`config.mk`:
```
export PLATFORM = sky130hd
export DESIGN_NAME = prey_spawn_ctrl
export DESIGN_NICKNAME = d
export VERILOG_FILES = /design/src/rtl/snake_pkg.sv /design/src/rtl/prey_lfsr.sv /design/src/rtl/prey_spawn_ctrl.sv
export SDC_FILE = /design/constraint.sdc
export NUM_CORES = 1
export LEC_CHECK = 0
export ABC_CLOCK_PERIOD_IN_PS = 5000
export CORE_ASPECT_RATIO = 0.9
export CORE_MARGIN = 3
export CORE_UTILIZATION = 55
export DETAILED_ROUTE_END_ITERATION = 8
export HOLD_SLACK_MARGIN = 0.03
export PLACE_DENSITY = 0.76
export SLEW_MARGIN = 20
export SYNTH_ARGS = -nofsm -noshare
export SYNTH_HDL_FRONTEND = slang
export SYNTH_SLANG_ARGS = --single-unit
```
`constraint.sdc`:
```
create_clock -name clk_d -period 5 [get_ports clk_d]
set_input_delay 1.25 -clock clk_d [delete_from_list [all_inputs] [get_ports clk_d]]
set_output_delay 1.25 -clock clk_d [all_outputs]
set_load 0.01 [all_outputs]
```
`src/rtl/snake_pkg.sv`:
```
// Shared constants, FSM state type and small arithmetic helpers for the snake game.
package snake_pkg;

   localparam int H_ACTIVE  = 640;
   localparam int V_ACTIVE  = 480;
   localparam int PREY_SIZE = 10;
   localparam int BORDER    = 10;

   // Span of legal top-left offsets once the border and the prey square are removed
   localparam int RANGE_X = H_ACTIVE - 2 * BORDER - PREY_SIZE;
   localparam int RANGE_Y = V_ACTIVE - 2 * BORDER - PREY_SIZE;

   // Screen centre, used at reset and when every retry has been exhausted
   localparam logic [9:0] FALLBACK_X = 10'(H_ACTIVE / 2);
   localparam logic [8:0] FALLBACK_Y = 9'(V_ACTIVE / 2);

   typedef enum logic [2:0] {
      IDLE,
      DRAW,
      CHECK,
      WAIT_FRAME,
      COMMIT,
      ACTIVE
   } prey_state_t;

   // One conditional subtract maps 0..1023 onto 0..RANGE_X-1 because 1024 < 2*RANGE_X
   function automatic logic [9:0] fold_x(input logic [9:0] v);
      return (v >= 10'(RANGE_X)) ? (v - 10'(RANGE_X)) : v;
   endfunction

   // Same trick for 0..511 onto 0..RANGE_Y-1
   function automatic logic [8:0] fold_y(input logic [8:0] v);
      return (v >= 9'(RANGE_Y)) ? (v - 9'(RANGE_Y)) : v;
   endfunction

endpackage

```
`src/rtl/prey_lfsr.sv`:
```
// Free-running 20-bit Galois LFSR, polynomial x^20 + x^17 + 1, shifting right.
module prey_lfsr (
   input  logic        clk_d,
   input  logic        rst,
   input  logic [19:0] seed,
   output logic [19:0] q
);

   localparam logic [19:0] TAPS = 20'h90000;

   logic [19:0] q_q;
   logic [19:0] q_d;

   // Next value: shift right, fold the ejected bit back in at the tap positions
   always_comb begin
      q_d = {1'b0, q_q[19:1]};
      if (q_q[0]) begin
         q_d = q_d ^ TAPS;
      end
      if (q_q == 20'h0) begin
         q_d = 20'h1;
      end
   end

   // State register; a zero seed is replaced so the sequence can never lock up
   always_ff @(posedge clk_d or posedge rst) begin
      if (rst) begin
         q_q <= (seed == 20'h0) ? 20'h1 : seed;
      end else begin
         q_q <= q_d;
      end
   end

   assign q = q_q;

endmodule

```
`src/rtl/prey_spawn_ctrl.sv`:
```
// Prey placement sequencer: draws random candidates, rejects overlaps and repeats,
// and only moves the prey on a frame tick so the renderer never tears.
module prey_spawn_ctrl
   import snake_pkg::*;
#(
   parameter int unsigned MAX_RETRY = 7,
   parameter logic [19:0] LFSR_SEED = 20'h5A5A5
) (
   input  logic       clk_d,
   input  logic       rst,
   input  logic       start,
   input  logic       good_collision,
   input  logic       updateclock,
   input  logic [9:0] head_x,
   input  logic [8:0] head_y,
   output logic [9:0] prey_x,
   output logic [8:0] prey_y,
   output logic       prey_valid,
   output logic [7:0] spawn_count,
   output logic       busy
);

   prey_state_t state_q, state_d;
   logic [9:0]  cand_x_q, cand_x_d;
   logic [8:0]  cand_y_q, cand_y_d;
   logic [7:0]  retry_q, retry_d;
   logic [9:0]  prey_x_q, prey_x_d;
   logic [8:0]  prey_y_q, prey_y_d;
   logic        valid_q, valid_d;
   logic [7:0]  count_q, count_d;

   logic [19:0] lfsr;
   logic        lfsr_unused;
   logic [9:0]  draw_x;
   logic [8:0]  draw_y;
   logic signed [10:0] dx, dy, adx, ady;
   logic        head_hit;
   logic        same_spot;
   logic        reject;

   prey_lfsr u_lfsr (
      .clk_d (clk_d),
      .rst   (rst),
      .seed  (LFSR_SEED),
      .q     (lfsr)
   );

   // Bit 19 only feeds the LFSR itself; the candidate uses the low 19 bits
   assign lfsr_unused = lfsr[19];

   // Candidate generation and the overlap/repeat test on the latched candidate
   always_comb begin
      draw_x    = 10'(BORDER) + fold_x(lfsr[9:0]);
      draw_y    = 9'(BORDER) + fold_y(lfsr[18:10]);
      dx        = $signed({1'b0, cand_x_q}) - $signed({1'b0, head_x});
      dy        = $signed({2'b00, cand_y_q}) - $signed({2'b00, head_y});
      adx       = (dx < 11'sd0) ? -dx : dx;
      ady       = (dy < 11'sd0) ? -dy : dy;
      head_hit  = (adx < $signed(11'(PREY_SIZE))) && (ady < $signed(11'(PREY_SIZE)));
      same_spot = (cand_x_q == prey_x_q) && (cand_y_q == prey_y_q);
      reject    = head_hit || same_spot;
   end

   // Next-state and register-update logic; start low overrides everything
   always_comb begin
      state_d  = state_q;
      cand_x_d = cand_x_q;
      cand_y_d = cand_y_q;
      retry_d  = retry_q;
      prey_x_d = prey_x_q;
      prey_y_d = prey_y_q;
      valid_d  = valid_q;
      count_d  = count_q;
      busy     = 1'b0;

      case (state_q)
         IDLE: begin
            valid_d = 1'b0;
            count_d = 8'd0;
            retry_d = 8'd0;
            if (start) begin
               state_d = DRAW;
            end
         end
         DRAW: begin
            busy     = 1'b1;
            cand_x_d = draw_x;
            cand_y_d = draw_y;
            state_d  = CHECK;
         end
         CHECK: begin
            busy = 1'b1;
            if (!reject) begin
               state_d = WAIT_FRAME;
            end else if (retry_q == 8'(MAX_RETRY)) begin
               cand_x_d = FALLBACK_X;
               cand_y_d = FALLBACK_Y;
               state_d  = WAIT_FRAME;
            end else begin
               retry_d = retry_q + 8'd1;
               state_d = DRAW;
            end
         end
         WAIT_FRAME: begin
            busy = 1'b1;
            if (updateclock) begin
               state_d = COMMIT;
            end
         end
         COMMIT: begin
            busy     = 1'b1;
            prey_x_d = cand_x_q;
            prey_y_d = cand_y_q;
            valid_d  = 1'b1;
            count_d  = (count_q == 8'hFF) ? count_q : (count_q + 8'd1);
            retry_d  = 8'd0;
            state_d  = ACTIVE;
         end
         ACTIVE: begin
            if (good_collision) begin
               valid_d = 1'b0;
               state_d = DRAW;
            end
         end
         default: begin
            state_d = IDLE;
         end
      endcase

      if (!start) begin
         state_d = IDLE;
         valid_d = 1'b0;
         count_d = 8'd0;
         retry_d = 8'd0;
      end
   end

   // State and output registers; reset discards any pending candidate
   always_ff @(posedge clk_d or posedge rst) begin
      if (rst) begin
         state_q  <= IDLE;
         cand_x_q <= FALLBACK_X;
         cand_y_q <= FALLBACK_Y;
         retry_q  <= 8'd0;
         prey_x_q <= FALLBACK_X;
         prey_y_q <= FALLBACK_Y;
         valid_q  <= 1'b0;
         count_q  <= 8'd0;
      end else begin
         state_q  <= state_d;
         cand_x_q <= cand_x_d;
         cand_y_q <= cand_y_d;
         retry_q  <= retry_d;
         prey_x_q <= prey_x_d;
         prey_y_q <= prey_y_d;
         valid_q  <= valid_d;
         count_q  <= count_d;
      end
   end

   assign prey_x      = prey_x_q;
   assign prey_y      = prey_y_q;
   assign prey_valid  = valid_q;
   assign spawn_count = count_q;

endmodule

```
==> results of run 1 <==
metrics by stage:
| step | utilization | instance area (µm²) | power [mW] |
|---|---|---|---|
| 3_5_place_dp | 0.658 | 6470 | 1.84 |
| 6_report | 0.694 | 6820 | 2.46 |
| 5_1_grt | 0.694 | 6820 | 2.60 |
| 2_1_floorplan | - | 5650 | 1.43 |
| 3_3_place_gp | 0.658 | 6470 | 1.81 |
| 4_1_cts | 0.686 | 6740 | 2.44 |
synth_stat cells, types with 4 or more instances:
cell       count  area share
xor2_1        32       0.050
and3_1         7      0.0077
o22ai_1        5      0.0055
nor4_1        12       0.013
o21ai_0       29       0.026
o2111ai_1      4      0.0062
a21o_1         8       0.011
a31oi_1       10       0.011
clkbuf_1      39       0.026
a21oi_1       23       0.020
o31ai_1        4      0.0053
and2_1         6      0.0066
ha_1          27       0.060
a22oi_1        7      0.0093
o211ai_1       9       0.012
nand2_1       36       0.024
or4_1          9       0.012
xnor2_1       25       0.039
a31o_2        11       0.017
nor2b_1        9       0.010
or2_2          8      0.0089
inv_1         37       0.025
nand2b_1       5      0.0055
a211oi_1       7      0.0093
or3_1          5      0.0055
nor3_1        23       0.020
dfstp_2       22        0.10
nand4_1        6      0.0066
nor2_1        59       0.039
nor3b_1        4      0.0053
dfrtp_1       56        0.25
nand3_1       20       0.018
mux2_2        19       0.038
cells by family after synthesis:
| kind of cell | count (synthesis) | synth area share |
|---|---|---|
| AND/OR/NAND/NOR | 225 | 0.206 |
| AO/OA/AOI/OAI | 151 | 0.187 |
| buffers and inverters | 82 | 0.0575 |
| flip-flops | 78 | 0.350 |
| XOR/XNOR | 58 | 0.0923 |
| adder cells (fa/ha/maj) | 29 | 0.0668 |
| multiplexers | 20 | 0.0396 |
final cells by class:
cell class	instances	area [µm²]
tap	126	158
timing repair buffer	96	885
multi-input combinational	483	3390
clock inverter	5	37.5
sequential	78	1980
inverter	37	139
fill	740	3000
clock buffer	11	233
metal layers:
| layer | track usage | vias up | part of all wire |
|---|---|---|---|
| li1 | - | 2450 | - |
| met1 | 0.364 | 2467 | 0.47 |
| met2 | 0.396 | 161 | 0.46 |
| met3 | 0.0462 | 22 | 0.059 |
| met4 | 0.0536 | 0 | 0.011 |
| met5 | 0 | - | 0 |
flip-flops by register name, indices dropped and copies added, names as in the netlist:
register / count
prey_valid: 1
cand_x_q: 10
spawn_count: 8
u_lfsr.q: 20
prey_y: 9
state_q: 3
prey_x: 10
retry_q: 8
cand_y_q: 9
power groups by stage:
stage	Clock, mW	Combinational [mW]	Sequential [mW]
2_1_floorplan	0	0.601	0.833
3_3_place_gp	0	0.957	0.850
3_5_place_dp	0	0.984	0.854
4_1_cts	0.599	0.996	0.844
5_1_grt	0.628	1.11	0.860
6_report	0.589	1.02	0.850
critical path: cells and delay by family:
kind	cells	cell delay, ps
AOI/OAI and AO/OA	5	1370
xor gates and xnor gates	1	170
adders and majority gates	2	520
buffers and inverters	4	860
and+or+nand+nor	3	980
final timing paths:
| check | start | end | slack (ps) | cells after the start |
|---|---|---|---|---|
| min in group asynchronous | rst | retry_q[1] | 1370 | 2 |
| max in group asynchronous | rst | prey_x[8] | 2620 | 3 |
| max reg2reg | cand_x_q[0] | cand_x_q[3] | 900 | 15 |
| max | head_x[0] | cand_x_q[3] | 60 | 15 |
| min | u_lfsr.q[19] | u_lfsr.q[18] | 380 | 0 |
| min reg2reg | u_lfsr.q[19] | u_lfsr.q[18] | 380 | 0 |
repair_timing:
action,in CTS,in global routing
pin swaps,1,5
resized for setup,1,11
setup endpoints to repair,11,19
setup buffers,0,0
cloned,0,1
==> results.json, run 1 <==
{
  "status": "finished, final reports clean",
  "synthArstFlopShare": 1.00,
  "setup_viol": 0,
  "synthesis.nets": 696,
  "cp_slowest_cell": "or4_4",
  "fmax_ghz": 0.202,
  "p_leak_nw": 2.95,
  "die-area_mm2": 0.0115,
  "tightest_slew_ps": 935,
  "die_x_um": 113,
  "setup_ws_ps": 58.9,
  "start_util": 0.575,
  "detail_route.vias_per_cell": 6.10,
  "synth_area_mm2": 0.00565,
  "finalCriticalPeriod_ps": 4940,
  "netlist_instances": 643,
  "layout_commonest_cell": "nor2_1",
  "crit_required_ps": 5220,
  "comb_power_share": 0.414,
  "preCtsSetupSlack_ps": -386,
  "vias": 5100,
  "p_seq_frac": 0.346,
  "coreArea_mm2": 0.00983,
  "avgSynthCellArea_um2": 8.79,
  "holdWs_ps": 383,
  "remaining_drc_errors": 0,
  "dpl.hpwl_mm": 10.5,
  "rows": 34,
  "die_h_um": 102,
  "swShare": 0.351,
  "clockBufferDepth": 2,
  "cts_tree": "yes",
  "synth_edf_count": 0,
  "h-tree-depth": 3,
  "worstPathCellList": "clkdlybuf4s50_1 -> ha_2 -> inv_1 -> fa_2 -> buf_4 -> xnor2_4 -> nand3_2 -> or3_4 -> o32a_1 -> a221o_1 -> a211oi_2 -> a211oi_2 -> or4_4 -> buf_12 -> a31o_2",
  "insertion_delay_ps": 330,
  "cp_max_fo": 10,
  "drive_above_1_share": 0.186,
  "wl_mm": 14.1,
  "root_buffer": "clkbuf_16",
  "cp.arrival_ps": 5160,
  "synth_cell_types": 67,
  "wl_per_cell_um": 16.9,
  "fin_nets": 758,
  "layoutNonFillerInstCount": 836,
  "areaGrowthSynthToFinish_pct": 20.7,
  "hp-class": "flip-flop to flip-flop",
  "p_int_mw": 1.60,
  "cap_violations": 0,
  "final_cell_mix": "59 x nor2_1, 56 x dfrtp_1, 52 x clkdlybuf4s50_1",
  "place.port_buffers": 52,
  "critPathKind": "input pin to flip-flop",
  "ctsHoldBuffers": 0,
  "globalplace.congestion": 0.908,
  "rsz0062_at_grt": "false",
  "power_frac_clock": 0.240,
  "period_share": 0.988,
  "p_switching_mw": 0.862,
  "setup_tns_ps": 0,
  "synth-seq-area-share": 0.350,
  "end_kind": "flip-flop",
  "hold_violations": 0,
  "powerDensity_mw_per_mm2": 360,
  "drv_slew": 0,
  "drtAntennaViolNets": 0,
  "diodes": 0,
  "slowest_delay_ps": 480,
  "cts.clk_slew.worst_paths_ps": 60,
  "fin_skew_ps": 8.52,
  "irDropWorstVdd_v": 0.000253,
  "grt_pass1_wl_mm": 23.4,
  "slew_headroom": 0.371,
  "drtIter0Drc": 429,
  "first_global_vias": 4796,
  "ys_warn_count": 0,
  "synthFlopType": "dfrtp_1",
  "critPathLaunchType": "input pin",
  "cts_sinks": 78,
  "dp.cells": 819,
  "overflow": 0,
  "crit_top_cell": "a211oi_2",
  "ys_ff_latch": 78,
  "grt_util_all_layers": 0.251,
  "firstDrtPassIters": 5,
  "numCtsBuffers": 9,
  "grt_max_degree": 42,
  "antenna_found_initial": 0,
  "ios": 53
}
Power figures use the tool's default switching activity.
==> run 2: changes to the inputs <==
--- a/config.mk
+++ b/config.mk
@@ -11,7 +11,7 @@
 export CORE_UTILIZATION = 55
 export DETAILED_ROUTE_END_ITERATION = 8
 export HOLD_SLACK_MARGIN = 0.03
-export PLACE_DENSITY = 0.76
+export PLACE_DENSITY = 0.82
 export SLEW_MARGIN = 20
 export SYNTH_ARGS = -nofsm -noshare
 export SYNTH_HDL_FRONTEND = slang
==> run 2 against run 1 <==
  * Sequential cell count stayed put
  * Global-route usage down 0.20 points
  * Utilization decreased by 0.23 points
  * Critical path type unchanged
  * Largest cell class unchanged
  * Highest routed layer unchanged
==> results.json, run 2 (same netlist as run 1, synthesis figures left out) <==
{
  "die-area_mm2": 0.0115,
  "rsz0062_at_grt": "true",
  "power_mw": 2.49,
  "numCtsBuffers": 9,
  "slowest_delay_ps": 460,
  "cap_violations": 0,
  "cts_sinks": 78,
  "fin_skew_ps": 8.60,
  "fin_util": 0.692,
  "dpl.hpwl_mm": 10.7,
  "critPathLaunchType": "input pin",
  "fmax_ghz": 0.203,
  "layoutNonFillerInstCount": 838,
  "layout_commonest_cell": "nor2_1",
  "root_buffer": "clkbuf_16",
  "cp.arrival_ps": 5140,
  "diodes": 0,
  "holdWs_ps": 379,
  "drtAntennaViolNets": 0,
  "finalCriticalPeriod_ps": 4930,
  "top_usage_layer": "met2",
  "cp_slowest_cell": "clkdlybuf4s50_1",
  "start_util": 0.575,
  "end_kind": "flip-flop",
  "firstDrtPassIters": 7,
  "setup_viol": 0,
  "first_global_vias": 4871,
  "ios": 53,
  "preCtsSetupSlack_ps": -414,
  "hold_violations": 0,
  "grt_use_met1": 0.343,
  "grt_pass1_wl_mm": 23.6,
  "clockBufferDepth": 2,
  "fin_nets": 760,
  "cts_setup_buffers": 0,
  "drv_slew": 0,
  "drive_above_1_share": 0.187,
  "placed_cell_area_mm2": 0.00648,
  "powerDensity_mw_per_mm2": 366,
  "reg2reg_setup_slack_ps": 940,
  "place.port_buffers": 52,
  "wl_mm": 14.1,
  "design_area_mm2": 0.00680,
  "antenna_found_initial": 0,
  "cts_tree": "yes",
  "grt_max_degree": 41,
  "remaining_drc_errors": 0,
  "critPathKind": "input pin to flip-flop",
  "critPathBufInv": 3,
  "insertion_delay_ps": 330,
  "areaGrowthSynthToFinish_pct": 20.3,
  "worstPathCellList": "clkdlybuf4s50_1 -> ha_2 -> inv_1 -> fa_2 -> a21o_1 -> a21oi_2 -> xnor2_1 -> or3_1 -> o32a_1 -> a221o_1 -> a211oi_2 -> a211oi_2 -> or4_4 -> buf_6 -> a31o_2",
  "largest_register_ffs": 20,
  "crit_top_cell": "a211oi_2",
  "setup_tns_ps": 0,
  "dp.cells": 821,
  "hp-class": "flip-flop to flip-flop",
  "setup_ws_ps": 74.4,
  "detail_route.vias_per_cell": 6.09,
  "final_cell_mix": "59 x nor2_1, 56 x dfrtp_1, 52 x clkdlybuf4s50_1",
  "irDropWorstVdd_v": 0.000221,
  "wl_per_cell_um": 16.8,
  "p_leak_nw": 2.95,
  "die_x_um": 113,
  "cp_max_fo": 10,
  "tightest_slew_ps": 1000,
  "coreArea_mm2": 0.00983,
  "die_h_um": 102,
  "overflow": 0,
  "globalplace.congestion": 0.903,
  "grtUsageMet3": 0.0444,
  "critPathTopFamily": "compound AO/OA/AOI/OAI gates",
  "vias": 5102,
  "rows": 34,
  "slew_headroom": 0.325,
  "crit_required_ps": 5220,
  "h-tree-depth": 3,
  "cts.clk_slew.worst_paths_ps": 60,
  "globalRouteMet2Util": 0.412,
  "period_share": 0.985,
  "status": "finished, final reports clean",
  "grt_util_all_layers": 0.249,
  "drtIter0Drc": 531
}
==> run 2: layer usage <==
layer | share of wire | up-vias
li1 | - | 2453
met1 | 0.46 | 2463
met2 | 0.47 | 171
met3 | 0.058 | 15
met4 | 0.012 | 0
met5 | 0 | -
==> run 2: path summary, 6_finish.rpt <==
kind | endpoint | cells after the start | startpoint
min in group asynchronous | retry_q[0] | 2 | rst
hold / removal | u_lfsr.q[18] | 0 | u_lfsr.q[19]
max in group asynchronous | cand_x_q[6] | 3 | rst
hold reg to reg | u_lfsr.q[18] | 0 | u_lfsr.q[19]
setup / recovery | cand_y_q[1] | 15 | head_x[0]
setup reg to reg | cand_y_q[1] | 15 | cand_x_q[0]
==> run 2: final cells by class <==
| class | count | area, µm² |
|---|---|---|
| Clock buffer | 10 | 239 |
| Clock inverter | 6 | 46.3 |
| Fill cell | 724 | 3030 |
| Inverter | 37 | 139 |
| Multi-Input combinational cell | 483 | 3370 |
| Sequential cell | 78 | 1980 |
| Tap cell | 126 | 158 |
| Timing Repair Buffer | 98 | 873 |
==> run 2: timing repair <==
item                       CTS  global route
resized for setup            3             4
hold buffers                 0             0
cloned                       1             0
pin swaps                    1             5
setup endpoints to repair   13            22
==> run 2: report_power, final <==
part | internal, mW | total (mW) | switching (mW)
logic | 0.526 | 1.02 | 0.498
registers | 0.733 | 0.846 | 0.112
clock network | 0.352 | 0.616 | 0.264
==> run 3: changes to the inputs <==
--- a/config.mk
+++ b/config.mk
@@ -7,10 +7,11 @@
 export LEC_CHECK = 0
 export ABC_CLOCK_PERIOD_IN_PS = 5000
 export CORE_ASPECT_RATIO = 0.9
-export CORE_MARGIN = 3
+export CORE_MARGIN = 2
 export CORE_UTILIZATION = 55
 export DETAILED_ROUTE_END_ITERATION = 8
 export HOLD_SLACK_MARGIN = 0.03
+export MAX_ROUTING_LAYER = met4
 export PLACE_DENSITY = 0.82
 export SLEW_MARGIN = 20
 export SYNTH_ARGS = -nofsm -noshare
==> run 3 against run 2 <==
  * Wire length up 2.1%
  * Fmax up 1.3%
  * Sequential power is essentially flat
  * Largest power group unchanged
  * Critical path depth did not move
  * Count of clock-buffer cells in the layout rose by 3
  * Register-to-register slack gained 60 ps
  * Non-clock buffer count increased by 4
  * First-iteration DRC count fell by 29%
  * Die area is 3.7% lower
  * Worst setup slack improved by 64 ps
==> results.json, run 3 (same netlist as run 1, synthesis figures left out) <==
{
  "status": "finished, final reports clean",
  "cp_slowest_cell": "or4_1",
  "diodes": 0,
  "crit_required_ps": 5250,
  "root_buffer": "clkbuf_16",
  "grt_util_all_layers": 0.273,
  "critPathLaunchType": "input pin",
  "placed_cell_area_mm2": 0.00652,
  "cts.clk_slew.worst_paths_ps": 60,
  "cts_tree": "yes",
  "min_from": "u_lfsr.q[19]",
  "worstPathCellList": "clkdlybuf4s50_1 -> ha_2 -> inv_1 -> fa_1 -> a21o_1 -> a21oi_2 -> xnor2_1 -> or3_1 -> o32a_1 -> a221o_1 -> a211oi_2 -> a211oi_2 -> buf_4 -> or4_1 -> a31oi_1",
  "coreArea_mm2": 0.0101,
  "whs_path_depth": 0,
  "reg2reg_depth": 15,
  "cp_max_fo": 16,
  "critPathKind": "input pin to flip-flop",
  "cts_setup_buffers": 0,
  "grt_max_degree": 51,
  "fin_nets": 764,
  "dp.cells": 828,
  "firstDrtPassIters": 5,
  "remaining_drc_errors": 0,
  "numCtsBuffers": 9,
  "hold_violations": 0,
  "drtIter0Drc": 379,
  "tightest_slew_ps": 962,
  "globalplace.congestion": 0.926,
  "antenna_found_initial": 0,
  "fin_skew_ps": 8.83,
  "setup_tns_ps": 0,
  "cap_violations": 0,
  "hold_end": "u_lfsr.q[18]",
  "die-area_mm2": 0.0111,
  "insertion_delay_ps": 340,
  "critPathTopFamily": "compound AO/OA/AOI/OAI gates",
  "powerDensity_mw_per_mm2": 377,
  "period_share": 0.972,
  "h-tree-depth": 3,
  "critPathBufInv": 3,
  "r2r_end": "retry_q[5]",
  "cp.arrival_ps": 5110,
  "finalCriticalPeriod_ps": 4860,
  "cts_sinks": 78,
  "clockBufferDepth": 2,
  "ctsHoldBuffers": 0,
  "ios": 53,
  "die_x_um": 111,
  "wl_mm": 14.4,
  "overflow": 0,
  "drv_slew": 0,
  "p_leak_nw": 2.99,
  "wl_per_cell_um": 17.0,
  "start_util": 0.559,
  "drive_above_1_share": 0.190,
  "hp-class": "flip-flop to flip-flop",
  "largest_register_ffs": 20,
  "rsz0062_at_grt": "false",
  "detail_route.vias_per_cell": 6.08,
  "place.port_buffers": 52,
  "grt_pass1_wl_mm": 24.1,
  "slew_headroom": 0.353,
  "die_h_um": 100,
  "layout_commonest_cell": "nor2_1",
  "drtAntennaViolNets": 0,
  "final_cell_mix": "58 x nor2_1, 56 x dfrtp_1, 52 x clkdlybuf4s50_1",
  "dpl.hpwl_mm": 10.7,
  "setup_viol": 0,
  "end_kind": "flip-flop",
  "vias": 5139,
  "layoutNonFillerInstCount": 845,
  "areaGrowthSynthToFinish_pct": 21.7,
  "irDropWorstVdd_v": 0.000250,
  "rr_startpoint": "cand_x_q[0]",
  "slowest_delay_ps": 520,
  "reg2reg_setup_slack_ps": 1000,
  "rows": 35,
  "nFillCells": 775,
  "crit_top_cell": "a211oi_2",
  "design_area_mm2": 0.00688,
  "fmax_ghz": 0.206,
  "first_global_vias": 5062
}
run 3: cell types whose count changed in the layout (fill, tap and decap cells not counted), sizes merged:
cell      change
buf           +4
bufinv        +2
clkbuf        +3
clkinv        -2
clkinvlp      -1
inv           -2
run 3: metal layers:
metal / vias up / track usage / share of wire
met5: - / - / 0
met4: 0 / 0.101 / 0.022
met3: 35 / 0.0344 / 0.044
met2: 161 / 0.447 / 0.48
met1: 2488 / 0.353 / 0.45
li1: 2455 / - / -
run 3: how the worst max path moves through the flow:
| stage | start | cells past startpoint | to |
|---|---|---|---|
| after CTS | head_x[0] | 15 | cand_y_q[2] |
| after global placement | head_x[0] | 15 | cand_x_q[4] |
| after floorplan | head_x[0] | 16 | cand_x_q[9] |
| final | head_x[0] | 15 | retry_q[5] |
| after detailed placement | head_x[0] | 15 | cand_x_q[5] |
| after global routing | head_x[0] | 18 | retry_q[6] |
run 3: power breakdown:
group / switching [mW] / internal, mW
clock: 0.245 / 0.465
sequential: 0.114 / 0.734
combinational: 0.499 / 0.535
run 3: worst register-to-register path: stages (launching register included):
cell	delay, ps
dfrtp_1	400
inv_1	120
ha_2	210
inv_1	50
fa_1	380
a21o_1	200
a21oi_2	150
xnor2_1	80
or3_1	390
o32a_1	350
a221o_1	360
a211oi_2	170
a211oi_2	130
buf_4	210
or4_1	520
a31oi_1	180
run 3: through the flow:
stage,power [mW],hold slack [ps],util,setup WS [ps]
final,2.59,371,0.680,139
after global routing,2.74,382,0.680,4.29
after CTS,2.58,373,0.678,5.55
after detailed placement,1.87,359,0.644,-376
after global placement,1.83,360,0.644,-295
after floorplan,1.43,432,-,8.67
run 3: what timing repair did:
| action | in CTS | in global routing |
|---|---|---|
| gates cloned | 1 | 0 |
| resized for setup | 3 | 6 |
| setup endpoints to repair | 11 | 23 |
| pin swaps | 0 | 4 |
| hold endpoints to repair | 0 | 0 |
run 3: layout make-up:
cell class	instances	area (µm²)	share of cell area
multi-input cells	483	3370	0.490
flip-flops and latches	78	1980	0.288
repair buffers	102	900	0.131
clock buffers	13	260	0.0378
well taps	129	161	0.0235
inverters	37	140	0.0204
clock inverters	3	67.6	0.00982
